`config.mk`:
```
export PLATFORM = sky130hd
export DESIGN_NAME = up_down_counter_n_flat
export DESIGN_NICKNAME = d
export VERILOG_FILES = /design/src/rtl/up_down_counter_n_if.sv /design/src/rtl/up_down_counter_n.sv /design/src/flat_wrapper.sv
export SDC_FILE = /design/constraint.sdc
export NUM_CORES = 1
export LEC_CHECK = 0
export CAP_MARGIN = 40
export CORE_MARGIN = 5
export CORE_UTILIZATION = 42
export CTS_CLUSTER_DIAMETER = 80
export DETAILED_ROUTE_END_ITERATION = 10
export GPL_ROUTABILITY_DRIVEN = 0
export PLACE_DENSITY = 0.82
export SYNTH_ARGS = -nofsm -noshare
export SYNTH_HDL_FRONTEND = slang
export SYNTH_SLANG_ARGS = --single-unit
export TNS_END_PERCENT = 50
```
`constraint.sdc`:
```
create_clock -name clk -period 1.57 [get_ports clk]
set_input_delay 0.2355 -clock clk [delete_from_list [all_inputs] [get_ports clk]]
set_output_delay 0.2355 -clock clk [all_outputs]
set_load 0.05 [all_outputs]
```
`src/rtl/up_down_counter_n_if.sv`:
```
// rtl/up_down_counter_n_if.sv - control and count bundle for up_down_counter_n
interface up_down_counter_n_if #(
    parameter int WIDTH = 8
);
    logic             en;
    logic             up;
    logic             load;
    logic [WIDTH-1:0] load_val;
    logic [WIDTH-1:0] q;
    logic             carry;
    logic             tc;

    modport master (
        output en, up, load, load_val,
        input  q, carry, tc
    );

    modport slave (
        input  en, up, load, load_val,
        output q, carry, tc
    );
endinterface

```
`src/rtl/up_down_counter_n.sv`:
```
// rtl/up_down_counter_n.sv - registered N-bit up/down counter with wrap or saturate policy
module up_down_counter_n #(
    parameter int WIDTH    = 8,
    parameter bit SATURATE = 1'b0
) (
    input  logic                clk,
    input  logic                rst,
    up_down_counter_n_if.slave  bus
);
    logic [WIDTH-1:0] q_r;
    logic             carry_r;
    logic [WIDTH-1:0] sum;
    logic [WIDTH:0]   chain;
    logic             boundary;

    // Half-adder ripple: counting up propagates through 1 bits, counting down
    // borrows through 0 bits, so the chain output flags the wrap/underflow step.
    assign chain[0] = 1'b1;

    for (genvar i = 0; i < WIDTH; i++) begin : g_cell
        assign sum[i]     = q_r[i] ^ chain[i];
        assign chain[i+1] = (bus.up ? q_r[i] : ~q_r[i]) & chain[i];
    end

    assign boundary = chain[WIDTH];

    always_ff @(posedge clk) begin
        if (rst) begin
            q_r     <= '0;
            carry_r <= 1'b0;
        end else if (bus.load) begin
            q_r     <= bus.load_val;
            carry_r <= 1'b0;
        end else if (bus.en) begin
            carry_r <= boundary;
            if (!(boundary && SATURATE)) begin
                q_r <= sum;
            end
        end else begin
            carry_r <= 1'b0;
        end
    end

    assign bus.q     = q_r;
    assign bus.carry = carry_r;
    assign bus.tc    = bus.up ? (&q_r) : ~(|q_r);
endmodule
```
`src/flat_wrapper.sv`:
```
// flat-port wrapper written by rule: the top's interface ports become plain ports
module up_down_counter_n_flat 
#(
    parameter int WIDTH    = 8,
    parameter bit SATURATE = 1'b0
)
  (clk, rst, bus_en, bus_up, bus_load, bus_load_val, bus_q, bus_carry, bus_tc);
  up_down_counter_n_if #(.WIDTH(WIDTH)) bus_i ();
  input  logic clk;
  input  logic rst;
  input wire logic [$bits(bus_i.en)-1:0] bus_en;
  input wire logic [$bits(bus_i.up)-1:0] bus_up;
  input wire logic [$bits(bus_i.load)-1:0] bus_load;
  input wire logic [$bits(bus_i.load_val)-1:0] bus_load_val;
  output wire logic [$bits(bus_i.q)-1:0] bus_q;
  output wire logic [$bits(bus_i.carry)-1:0] bus_carry;
  output wire logic [$bits(bus_i.tc)-1:0] bus_tc;
  assign bus_i.en = bus_en;
  assign bus_i.up = bus_up;
  assign bus_i.load = bus_load;
  assign bus_i.load_val = bus_load_val;
  assign bus_q = bus_i.q;
  assign bus_carry = bus_i.carry;
  assign bus_tc = bus_i.tc;
  up_down_counter_n #(.WIDTH(WIDTH), .SATURATE(SATURATE)) u_core (.clk(clk), .rst(rst), .bus(bus_i));
endmodule
```
==> results.md <==
* Status: complete, but fails checks
* Failing checks: setup timing
* Avg Cell Area, Syn at 8.48 um^2
* PD cells at between 700 and 800 nW/um^2
* Tcrit/Tclk final at 104%
* Detailed Routing Iterations Pass 1 at 4
* Syn_nets at 85
* Commonest cells post-synth: dfxtp_1 (9), xor2_1 (6), nor2_1 (5)
* Reg2Reg Depth at 6
* Drt wl/cell at ~14 um
* Sequential-to-total area share from yosys stat at between 20 and 30%
* CP cell instances: dlygate4sd2_1 -> buf_4 -> nor4_4 -> nand2_2 -> o21ai_4 -> buf_12
* CTS root buf: clkbuf_4
* Port Buffers at 22
* Initial Util at between 40% and 50%
* Layout cells sized above 1 at 42.6%
* Ant diodes at 0
* Area of the multi-input gates at 415 um^2
* Worst path slowest cell: nor4_4
* Final worst setup slack at -67.4 ps
* Power, Total at slightly below 800 uW
* Vias/cell at between 5 and 6
* Clock transition at path regs at roughly 70 ps
* Crit Reg-Reg Endpoint: u_core.bus.q[7]$_SDFFE_PP0P_
* Sinks on Clock Net at 9
* Fin. Hold Viols at 0
* CTS tree: yes
* WP data required at roughly 1300 ps
* CP Buf/Inv Count at 3
* Yosys reg bits at 9
* Final Instance Count excl. Fillers at approximately 120
* Fmax at just over 600 MHz
* Placed insts at 117
* Crit path time final at approximately 1600 ps
* Die Y at around 48 um
* CTS Buf Count at 3
* Antenna violations before repair at 0
* DR iter-0 viols at 10
* Crit start category: input pin
* Top FF cell, synth: dfxtp_1
* Chip width at ~48 um
* Unrepaired setup endpoints after global routing: yes
* Fillers at ~100
* # rows at 13
* Synthesis-to-layout area growth at 66.8%
* GRT Util Overall at a little under a fifth
* Crit path capture type: output pin
* Worst R2R Setup Slack at ~100 ps
* Overflow after GRT at 0
* EDFF count, synth at 0
* Worst Hold Launch: bus_load_val[0]
* CTS H-Tree Depth at 1
* Final Skew at 6.94 ps
* CP arrival at roughly 1400 ps
* Max VDD drop at 0.486 mV
* Setup violators final at 1
* Critical path class: input pin to output pin
* TNS Setup at -67.4 ps
* Vias in the first global route at between 600 and 700
* RR Startpoint: u_core.bus.q[1]$_SDFFE_PP0P_
* Hold Path End: u_core.bus.q[0]$_SDFFE_PP0P_
* Leak Pwr at between 0.4 and 0.5 nW
* Final WL at approximately 1.8 mm
* Yosys warns at 0
* Area of the mapped netlist at slightly above 600 um^2
* Pre-CTS WS at -234 ps
* Most common cell in the synthesized netlist: dfxtp_1
* Unique masters post-synth at 34
* Worst min-delay path category: input pin to register
* # DRC at 0
* Largest net degree at the start of global routing at 14
* Largest cells by area after synthesis: dfxtp_1 (30%), xor2_1 (8.6%), a211oi_1 (4.9%)
* Hold depth at 3
* Synth top area share at 29.5%
* Area occupied by registers at approximately 190 um^2
* Worst-Skew Late Latency at roughly 270 ps
* Worst-path maximum fanout at 6
* Synthesized instance count at 72
* Die ar. at between 2000 and 2500 um^2
* Core area at around 1300 um^2
* Async SR Flop Fraction at 0%
* Worst slew margin at between 70% and 80%
* Ports at 23
* Nets at about 120
* CP peak stage delay at about 290 ps
* Detailed Place HPWL at 1.24 mm
* Core Util, Final at between 70% and 80%
* Antenna Violating Nets Remaining at 0
* Leading area contributor after synthesis: dfxtp_1
* Vias at between 600 and 700
* Slew Viols, Final at 0
* CP delay by family, top: buffers and inverters
* Clock Tree Buf Depth at 2
* Least-Margin Pin Slew at 385 ps
* Maxcap violations at 0
* First-pass GRT wire length at just under 3 mm
[through the flow]
| stage | hold slack [ps] | cell area [um^2] |
|---|---|---|
| 2_1_floorplan | 313 | 628 |
| 3_3_place_gp | 598 | 942 |
| 3_5_place_dp | 603 | 942 |
| 4_1_cts | 522 | 985 |
| 5_1_grt | 525 | 1020 |
| 6_report | 514 | 1020 |
[where the power goes]
| group | switching, mW | leakage, nW | internal (mW) | total, mW |
|---|---|---|---|---|
| clock | 0.0949 | 0.0177 | 0.0944 | 0.189 |
| sequential | 0.0355 | 0.0763 | 0.248 | 0.283 |
| combinational | 0.153 | 0.339 | 0.150 | 0.303 |
[registers in the layout, summed over array words and instances (netlist names)]
register and cells:
u_core.bus.carry 1, u_core.bus.q 8
[logic make-up after synthesis]
logic type	share of synthesized area, %
buffers and inverters	9.63
multiplexers	1.64
flip-flops	29.5
XOR/XNOR	12.9
AO/OA/AOI/OAI	20.1
AND/OR/NAND/NOR	26.2
[area by class of cell]
class                   count  share of cell area, %
clock inverters             1                  0.491
flip-flops and latches      9                   18.6
multi-input cells          55                   40.8
inverters                   3                   1.11
clock buffers               3                   2.21
well taps                  15                   1.84
repair buffers             37                   35.0
[metal layers]
metal / wire, um / up-vias / part of all wire, % / GRT usage, %
li1: - / 341 / - / -
met1: 728 / 284 / 41 / 21.5
met2: 842 / 28 / 48 / 31.1
met3: 141 / 7 / 8.0 / 4.06
met4: 55 / 0 / 3.1 / 11.8
met5: 0 / - / 0 / 0
[worst max path at each step]
| stage | from | end | cells past startpoint |
|---|---|---|---|
| 2_1_floorplan | u_core.bus.q[0]$_SDFFE_PP0P_ | u_core.bus.q[7]$_SDFFE_PP0P_ | 5 |
| 3_3_place_gp | bus_up | u_core.bus.q[7]$_SDFFE_PP0P_ | 5 |
| 3_5_place_dp | bus_up | u_core.bus.q[7]$_SDFFE_PP0P_ | 5 |
| 4_1_cts | u_core.bus.q[4]$_SDFFE_PP0P_ | bus_tc | 4 |
| 5_1_grt | bus_up | bus_tc | 6 |
| 6_report | bus_up | bus_tc | 6 |
[layout by cell type (no fill, tap or decap), types with 4 or more instances in the layout]
| master | count |
|---|---|
| xor2_1 | 6 |
| nor2_1 | 5 |
| dfxtp_2 | 4 |
| clkdlybuf4s50_1 | 11 |
| buf_12 | 4 |
| buf_4 | 21 |
| a211oi_1 | 4 |
| dfxtp_1 | 4 |
[what timing repair did]
action	4_1_cts	5_1_grt
setup buffers	1	1
setup endpoints to repair	1	3
hold buffers	0	0
hold endpoints to repair	0	0
pin swaps	2	4
resized for setup	2	5
gates cloned	0	0
[worst reg2reg max path, delay by kind of cell (launching register included)]
| kind | cells | cell delay, ps |
|---|---|---|
| AO/OA/AOI/OAI | 3 | 420 |
| buffers and inverters | 2 | 270 |
| flip-flops | 1 | 370 |
| AND/OR/NAND/NOR | 1 | 300 |
(Power assumes the default switching activity.)
